--- src/rtl/io_fifo_pkg.sv ---
// io_fifo_pkg: shared defaults and level-width helpers for the IO byte FIFOs
package io_fifo_pkg;
  localparam int DATA_W_DEF = 8;
  localparam int DEPTH_DEF = 16;
  localparam int LVL_W_DEF = $clog2(DEPTH_DEF) + 1;
  typedef logic [LVL_W_DEF-1:0] lvl_t;
  function automatic int lvl_w(input int depth);
    return $clog2(depth) + 1;
  endfunction
endpackage

--- src/rtl/io_rx_fifo_strobe_sync.sv ---
// strobe_sync: 3-flop synchronizer with rising-edge pulse for SPI-domain strobes
module strobe_sync (
  input  logic clk,
  input  logic reset_n,
  input  logic async_in,
  output logic rise
);
  logic s1, s2, s3;
  // shift the async strobe through the synchronizer chain
  always_ff @(posedge clk) begin
    if (!reset_n) {s1, s2, s3} <= 3'b000;
    else {s1, s2, s3} <= {async_in, s1, s2};
  end
  assign rise = s2 & ~s3;
endmodule

--- src/rtl/io_rx_fifo.sv ---
// io_rx_fifo: strobe-resynchronised byte FIFO with FWFT valid/ready output; IO_RX_FIFO_STATS_EN adds drop_cnt
module io_rx_fifo
  import io_fifo_pkg::*;
#(
  parameter int DATA_W = DATA_W_DEF,
  parameter int DEPTH = DEPTH_DEF,
  localparam int AW = $clog2(DEPTH)
) (
  input  logic              clk,
  input  logic              reset_n,
  input  logic              strobe_in,
  input  logic [DATA_W-1:0] data_in,
  output logic [DATA_W-1:0] out_data,
  output logic              out_valid,
  input  logic              out_ready,
  output logic [AW:0]       level,
  output logic              overflow,
  input  logic              clr
`ifdef IO_RX_FIFO_STATS_EN
  , output logic [7:0]      drop_cnt
`endif
);
  logic [DATA_W-1:0] mem [DEPTH];
  logic [AW-1:0] wr_ptr, rd_ptr;
  logic push_req, pop, do_push, drop, full;
  strobe_sync u_sync (
    .clk(clk),
    .reset_n(reset_n),
    .async_in(strobe_in),
    .rise(push_req)
  );
  assign full = level[AW];
  assign out_valid = level != '0;
  assign out_data = out_valid ? mem[rd_ptr] : '0;
  assign pop = out_valid & out_ready;
  // a pop in the same cycle frees the slot, so a full FIFO still accepts the push
  assign do_push = push_req & (~full | pop) & ~clr;
  assign drop = push_req & full & ~pop & ~clr;
  // storage write; contents need no reset since level gates visibility
  always_ff @(posedge clk) begin
    if (do_push) mem[wr_ptr] <= data_in;
  end
  // pointers, occupancy and sticky overflow, flushed by reset or clr
  always_ff @(posedge clk) begin
    if (!reset_n || clr) begin
      wr_ptr <= '0;
      rd_ptr <= '0;
      level <= '0;
      overflow <= 1'b0;
    end else begin
      wr_ptr <= do_push ? wr_ptr + AW'(1) : wr_ptr;
      rd_ptr <= pop ? rd_ptr + AW'(1) : rd_ptr;
      level <= level + (AW+1)'(do_push) - (AW+1)'(pop);
      overflow <= overflow | drop;
    end
  end
`ifdef IO_RX_FIFO_STATS_EN
  // saturating count of bytes lost to a full FIFO
  always_ff @(posedge clk) begin
    if (!reset_n || clr) drop_cnt <= '0;
    else if (drop && drop_cnt != 8'hFF) drop_cnt <= drop_cnt + 8'd1;
  end
`endif
endmodule

--- config.mk ---
export PLATFORM = sky130hd
export DESIGN_NAME = io_rx_fifo
export DESIGN_NICKNAME = d
export VERILOG_FILES = /design/src/rtl/io_fifo_pkg.sv /design/src/rtl/io_rx_fifo_strobe_sync.sv /design/src/rtl/io_rx_fifo.sv
export SDC_FILE = /design/constraint.sdc
export NUM_CORES = 1
export LEC_CHECK = 0
export CAP_MARGIN = 20
export CORE_MARGIN = 4
export CORE_UTILIZATION = 45
export DETAILED_ROUTE_END_ITERATION = 6
export GPL_TIMING_DRIVEN = 0
export HOLD_SLACK_MARGIN = 0.03
export PLACE_DENSITY_LB_ADDON = 0.12
export SLEW_MARGIN = 20
export SYNTH_ARGS = -nofsm -noshare
export SYNTH_HDL_FRONTEND = slang
export SYNTH_HIERARCHICAL = 1
export SYNTH_SLANG_ARGS = --single-unit
--- constraint.sdc ---
create_clock -name clk -period 5.32 [get_ports clk]
set_input_delay 0.798 -clock clk [delete_from_list [all_inputs] [get_ports clk]]
set_output_delay 0.798 -clock clk [all_outputs]
set_load 0.005 [all_outputs]
==> results of run 1 <==
-- layout make-up --
class / count / area, sq um
buffer: 17 / 100.1
tap: 172 / 215.2
clock inverter: 14 / 234.0
timing repair buffer: 29 / 285.3
sequential: 149 / 4264
inverter: 7 / 26.28
clock buffer: 17 / 425.4
multi-input combinational: 176 / 1589
fill: 1004 / 5634
-- state kept, by name (all words and copies together), names as in the netlist, named ones only --
register	count
level	5
mem	128
u_sync/s2	1
wr_ptr	4
overflow	1
u_sync/s3	1
rd_ptr	4
u_sync/s1	1
-- routing by layer --
layer,share of wire (%),GRT usage (%),up-vias
met3,4.2,4.941,9
met2,50,27.09,61
li1,-,-,1459
met1,45,23.14,1584
met4,1.2,5.398,0
met5,0,0,-
-- power by group through the flow --
stage / sequential, mW / combinational [mW] / clock, mW
floorplan: 1.32 / 0.331 / 0
global placement: 1.32 / 0.534 / 0
detailed placement: 1.32 / 0.538 / 0
CTS: 1.30 / 0.541 / 1.34
global route: 1.30 / 0.585 / 1.40
finish: 1.30 / 0.530 / 1.32
-- cells in the final DEF (no fill, tap or decap), types with 6 or more instances in the layout --
cell type        instances
edfxtp_1               128
clkdlybuf4s50_1         27
nor2_1                  26
mux4_2                  25
dfxtp_1                 21
nand2_1                 19
clkbuf_16               17
nand3_1                 15
mux2i_1                 14
ha_1                    10
clkbuf_1                 9
inv_1                    7
o211ai_1                 7
a21oi_1                  7
a22oi_1                  6
bufinv_16                6
-- kinds of logic after synthesis --
group / after synthesis
adder cells (fa/ha/maj): 11
AND/OR/NAND/NOR: 88
XOR/XNOR: 9
AO/OA/AOI/OAI: 27
flip-flops: 149
multiplexers: 41
buffers and inverters: 24
-- how the worst min path moves through the flow --
stage,start,to,slack (ps),depth (start not counted)
after detailed placement,u_sync/s1$_SDFF_PN0_,u_sync/s2$_SDFF_PN0_,450,1
after global routing,u_sync/s1$_SDFF_PN0_,u_sync/s2$_SDFF_PN0_,480,1
after global placement,u_sync/s1$_SDFF_PN0_,u_sync/s2$_SDFF_PN0_,410,1
after floorplan,u_sync/s1$_SDFF_PN0_,u_sync/s2$_SDFF_PN0_,410,1
final,u_sync/s1$_SDFF_PN0_,u_sync/s2$_SDFF_PN0_,440,1
after CTS,u_sync/s1$_SDFF_PN0_,u_sync/s2$_SDFF_PN0_,450,1
-- critical path: cells and delay by family, from the launching register on --
kind	cells	cell delay (ps)
AOI/OAI and AO/OA	2	350
adders and majority gates	1	180
buffers and inverters	4	1080
DFF	1	360
and+or+nand+nor	2	610
-- per-stage QoR --
step / total power [mW] / hold WS, ps / util (%) / instances / instance area (sq um)
6_report: 3.151 / 444.7 / 55.89 / 581 / 7139
4_1_cts: 3.185 / 452.7 / 55.89 / 581 / 7139
5_1_grt: 3.290 / 476.0 / 55.89 / 581 / 7139
2_1_floorplan: 1.652 / 405.7 / - / 349 / 5959
3_5_place_dp: 1.862 / 446.9 / 50.73 / 550 / 6480
3_3_place_gp: 1.857 / 410.6 / 50.46 / 548 / 6445
==> summary.md, run 1 <==
| Metric | Value |
|---|---|
| IO Port Bufs | `27` |
| Source of the critical timing path | `level[2]$_SDFF_PP0_` |
| Worst-path clk slew | `60 ps` |
| Post-Syn Area per Cell | `17.08 sq um` |
| CP Capture Type | `output port` |
| Status | `finished clean` |
| Synth Area in Adders | `2.435%` |
| R2r worst-path depth | `13` |
| Largest net degree at the start of global routing | `17` |
| Effective utilization at floorplan | `46.65%` |
| Worst setup endpoint | `out_data[1]` |
| Maxcap violations | `0` |
| Combinational Power Share | `16.8%` |
| Reg-to-Reg Start | `level[2]$_SDFF_PP0_` |
| Main synth FF type | `edfxtp_1` |
| Floorplan row count | `41` |
| XOR/XNOR Fraction of Synth Area | `1.323%` |
| Fin crit period | `3793 ps` |
| Post-DP HPWL | `8.057 mm` |
| ANT cells | `0` |
| # clock sinks | `149` |
| Distinct cell type count after synthesis | `36` |
| GRT overflow | `0` |
| H-tree depth reported by CTS | `4` |
| Synthesized flop and latch total | `149` |
| Mux share of post-synthesis cell area | `12.18%` |
| Register area share after synthesis | `71.55%` |
| Clock network power share | `42.0%` |
| Reg2reg setup slack | `2430 ps` |
| CTS tree | `built` |
| Min-delay worst type | `register to register` |
| Setup TNS | `0 ps` |
| Root Driver | `clkbuf_16` |
| Final Hold Fails | `0` |
| CP cell instances | `inv_1, ha_1, or4b_4, buf_6, nor2b_1, buf_2, a22oi_1, o211ai_1, clkdlybuf4s50_1` |
| Startpoint Class | `register` |
| Ports | `28` |
| Proportion of layout cells with a drive suffix above 1 | `18.34%` |
| Synth Net Count | `373` |
| Initial drt markers | `292` |
| Longest Clk Path Bufs | `2` |
| Flop pwr share | `41.2%` |
| Post-CTS setup buffers | `0` |
| Worst-Skew Late Latency | `410 ps` |
| Total GRT Usage | `17.13%` |
| PwrDens | `441.4 nW/um^2` |
| Routability cong. | `0.8620` |
| Synthesis-to-finish area growth | `19.80%` |
| Post-synth EDFFs | `128` |
| Die X | `123.1 microns` |
| Peak supply drop | `0.0002541 V` |
| DRC errors left | `0` |
| Int Pwr | `2.439 mW` |
| Chip height | `123.1 microns` |
| Final Cycle Share | `71.30%` |
| Cell Area, Synth | `5959 sq um` |
| Slowest stage delay, CP | `560 ps` |
| Initial antenna violation count | `0` |
| Cell with the most instances after synthesis | `edfxtp_1` |
| Number of global-route vias before repair | `3252` |
| Vias per inst | `5.358` |
| Pre-antenna DRT Iters | `6` |
| Async S/R FF share, synth | `0%` |
| Total Routed Length | `11.68 mm` |
| CTS resizes | `0` |
| Synth Warn # | `6` |
| CTS Buf Count | `17` |
| Synth area leaders | `edfxtp_1, mux4_2, dfxtp_1` |
| Slowest CP cell | `clkdlybuf4s50_1` |
| Synth Instances | `349` |
| Main combinational cell family by area after synthesis | `multiplexers` |
| Final worst slack | `1527 ps` |
| Synth Area in Simple Gates | `7.222%` |
| Max Clk Rate | `263.6 MHz` |
| Cts hold-fix bufs | `0` |
| Vias | `3113` |
| Clock skew | `5.375 ps` |
| R2R Path End | `level[4]$_SDFF_PP0_` |
| Nets | `421` |
| ANT nets after route | `0` |
| Top cell type's share of synthesized area | `64.50%` |
| Die ar. | `15150 sq um` |
| Core area | `12770 sq um` |
| Kind of critical path | `register to output port` |
| Switching Share | `22.60%` |
| Net Sw Power | `712.2 uW` |
| CP max FO | `10` |
| Pre-CTS WS | `1631 ps` |
| Max Slew Vio Count | `0` |
| CP Data Required Time | `4520 ps` |
| Slew @ Worst Pin | `942.5 ps` |
| RSZ-0062 raised after global routing | `false` |
| Slew HR | `36.93%` |
| Static leakage | `2.287 nW` |
| Mean routed wirelength per cell | `20.10 microns` |
| Final setup viols | `0` |
| Commonest cells in the synthesized netlist | `edfxtp_1, nor2_1, mux4_2, dfxtp_1, nand2_1` |
| Critical Path AT | `2990 ps` |
| Synth Area in Compound Gates | `3.170%` |
| First-pass GRT wire length | `18.39 mm` |
| Largest area contributor in the netlist | `edfxtp_1` |
Note: power is estimated with default switching activity, not from simulation.
==> run 2: changes to the inputs <==
- clock period: 5.32 -> 3.61 ns (I/O delays scaled with it)
==> summary.md, run 2 (same netlist as run 1, synthesis figures left out) <==
| Metric | Value |
|---|---|
| First-pass GRT wire length | `18.39 mm` |
| CTS Buf Count | `17` |
| Largest net degree at the start of global routing | `17` |
| Placed insts | `550` |
| Min-delay worst type | `register to register` |
| Most frequent cells in the layout | `edfxtp_1, clkdlybuf4s50_1, nor2_1, mux4_2, dfxtp_1` |
| Root Driver | `clkbuf_16` |
| Slew HR | `36.72%` |
| Worst-Skew Late Latency | `410 ps` |
| Vias per inst | `5.356` |
| Fill cells | `1003` |
| Nets | `421` |
| H-tree depth reported by CTS | `4` |
| Die ar. | `15150 sq um` |
| Register area | `4264 sq um` |
| Setup TNS | `0 ps` |
| ANT cells | `0` |
| Worst-path clk slew | `60 ps` |
| Fin cells | `581` |
| Commonest non-fill, non-tap cell in the layout | `edfxtp_1` |
| Proportion of layout cells with a drive suffix above 1 | `18.83%` |
| Final setup viols | `0` |
| Mean routed wirelength per cell | `20.13 microns` |
| Slew @ Worst Pin | `945.7 ps` |
| DP Area | `6480 sq um` |
| DRC errors left | `0` |
| Fin crit period | `3405 ps` |
| Post-DP HPWL | `8.057 mm` |
| IO Port Bufs | `27` |
| # clock sinks | `149` |
| Total GRT Usage | `17.13%` |
| Area occupied by multi-input gates | `1592 sq um` |
| PwrDens | `650.7 nW/um^2` |
| Total Routed Length | `11.70 mm` |
| Status | `finished clean` |
| Ports | `28` |
| Longest Clk Path Bufs | `2` |
| Maxcap violations | `0` |
| Number of global-route vias before repair | `3252` |
| Cts hold-fix bufs | `0` |
| Final Cycle Share | `94.32%` |
| Final Hold Fails | `0` |
| CP max FO | `10` |
| Effective utilization at floorplan | `46.65%` |
| Final Instance Area | `7143 sq um` |
| Final Core Density | `55.92%` |
| Peak supply drop | `0.0003744 V` |
| Floorplan row count | `41` |
| CTS tree | `built` |
| GRT overflow | `0` |
| CP Capture Type | `output port` |
| Static leakage | `2.291 nW` |
| Initial drt markers | `290` |
| Startpoint Class | `register` |
| Most flops, register | `mem` |
| RSZ-0062 raised after global routing | `false` |
| ANT nets after route | `0` |
| Critical Path AT | `2860 ps` |
| Routability cong. | `0.8620` |
| Pre-antenna DRT Iters | `6` |
| Chip height | `123.1 microns` |
| CP Data Required Time | `3070 ps` |
| Max Slew Vio Count | `0` |
| Kind of critical path | `register to output port` |
| Hold Slack | `443.9 ps` |
| Vias | `3112` |
| Die X | `123.1 microns` |
| Max Clk Rate | `293.7 MHz` |
| Top flop regs | `mem: 128 flops, level: 5 flops` |
| Max reg flops | `128` |
| Core area | `12770 sq um` |
| Synthesis-to-finish area growth | `19.86%` |
| Post-CTS setup buffers | `0` |
| Clock skew | `4.528 ps` |
| Initial antenna violation count | `0` |
==> run 2: cell types whose count changed in the layout (fill, tap and decap cells not counted) <==
cell,previous run,this run
nor2b_1,3,2
clkbuf_1,9,8
nor2b_2,0,1
clkbuf_2,0,1
==> run 2: path summary, 6_finish.rpt <==
check / from / endpoint / slack (ps) / depth (start not counted)
worst max-delay path: register / out_data[7] / 210 / 6
worst min-delay path: u_sync/s1$_SDFF_PN0_ / u_sync/s2$_SDFF_PN0_ / 440 / 1
worst max register to register: level[2]$_SDFF_PP0_ / level[4]$_SDFF_PP0_ / 720 / 13
worst min register to register: u_sync/s1$_SDFF_PN0_ / u_sync/s2$_SDFF_PN0_ / 440 / 1
==> run 2: per-layer routing <==
metal	vias up	track usage, %	share of wire (%)
li1	1460	-	-
met1	1589	23.14	46
met5	-	0	0
met3	9	4.941	3.7
met4	0	5.398	1.2
met2	54	27.09	50
==> run 2: where the power goes <==
group | total, mW | internal (mW) | switching [mW]
Combinational | 0.786 | 0.418 | 0.368
Sequential | 1.91 | 1.89 | 0.0214
Clock | 1.95 | 1.29 | 0.662
==> run 2: critical path, stage by stage (launching register included) <==
cell,delay [ps]
dfxtp_1,300
clkbuf_1,340
clkbuf_1,580
mux4_2,360
nand3_1,90
o211ai_1,200
clkdlybuf4s50_1,580
==> run 2: cell type report <==
| cell class | instances | area share [%] |
|---|---|---|
| sequential | 149 | 59.70 |
| multi-input combinational | 176 | 22.28 |
| clock buffer | 17 | 5.956 |
| timing repair buffer | 29 | 3.994 |
| clock inverter | 14 | 3.276 |
| tap | 172 | 3.013 |
| buffer | 17 | 1.419 |
| inverter | 7 | 0.3678 |
==> run 2: repair_timing <==
action	in CTS	in global routing
hold endpoints to repair	0	0
resized for setup	0	3
endpoints found under the setup margin	0	3
==> run 2: metrics by stage <==
| stage | power, mW | worst slack (ps) |
|---|---|---|
| 6_report | 4.648 | 205.2 |
| 5_1_grt | 4.851 | 26.29 |
| 4_1_cts | 4.693 | 7.257 |
| 3_5_place_dp | 2.744 | 177.9 |
| 3_3_place_gp | 2.736 | 106.5 |
| 2_1_floorplan | 2.434 | 919.2 |
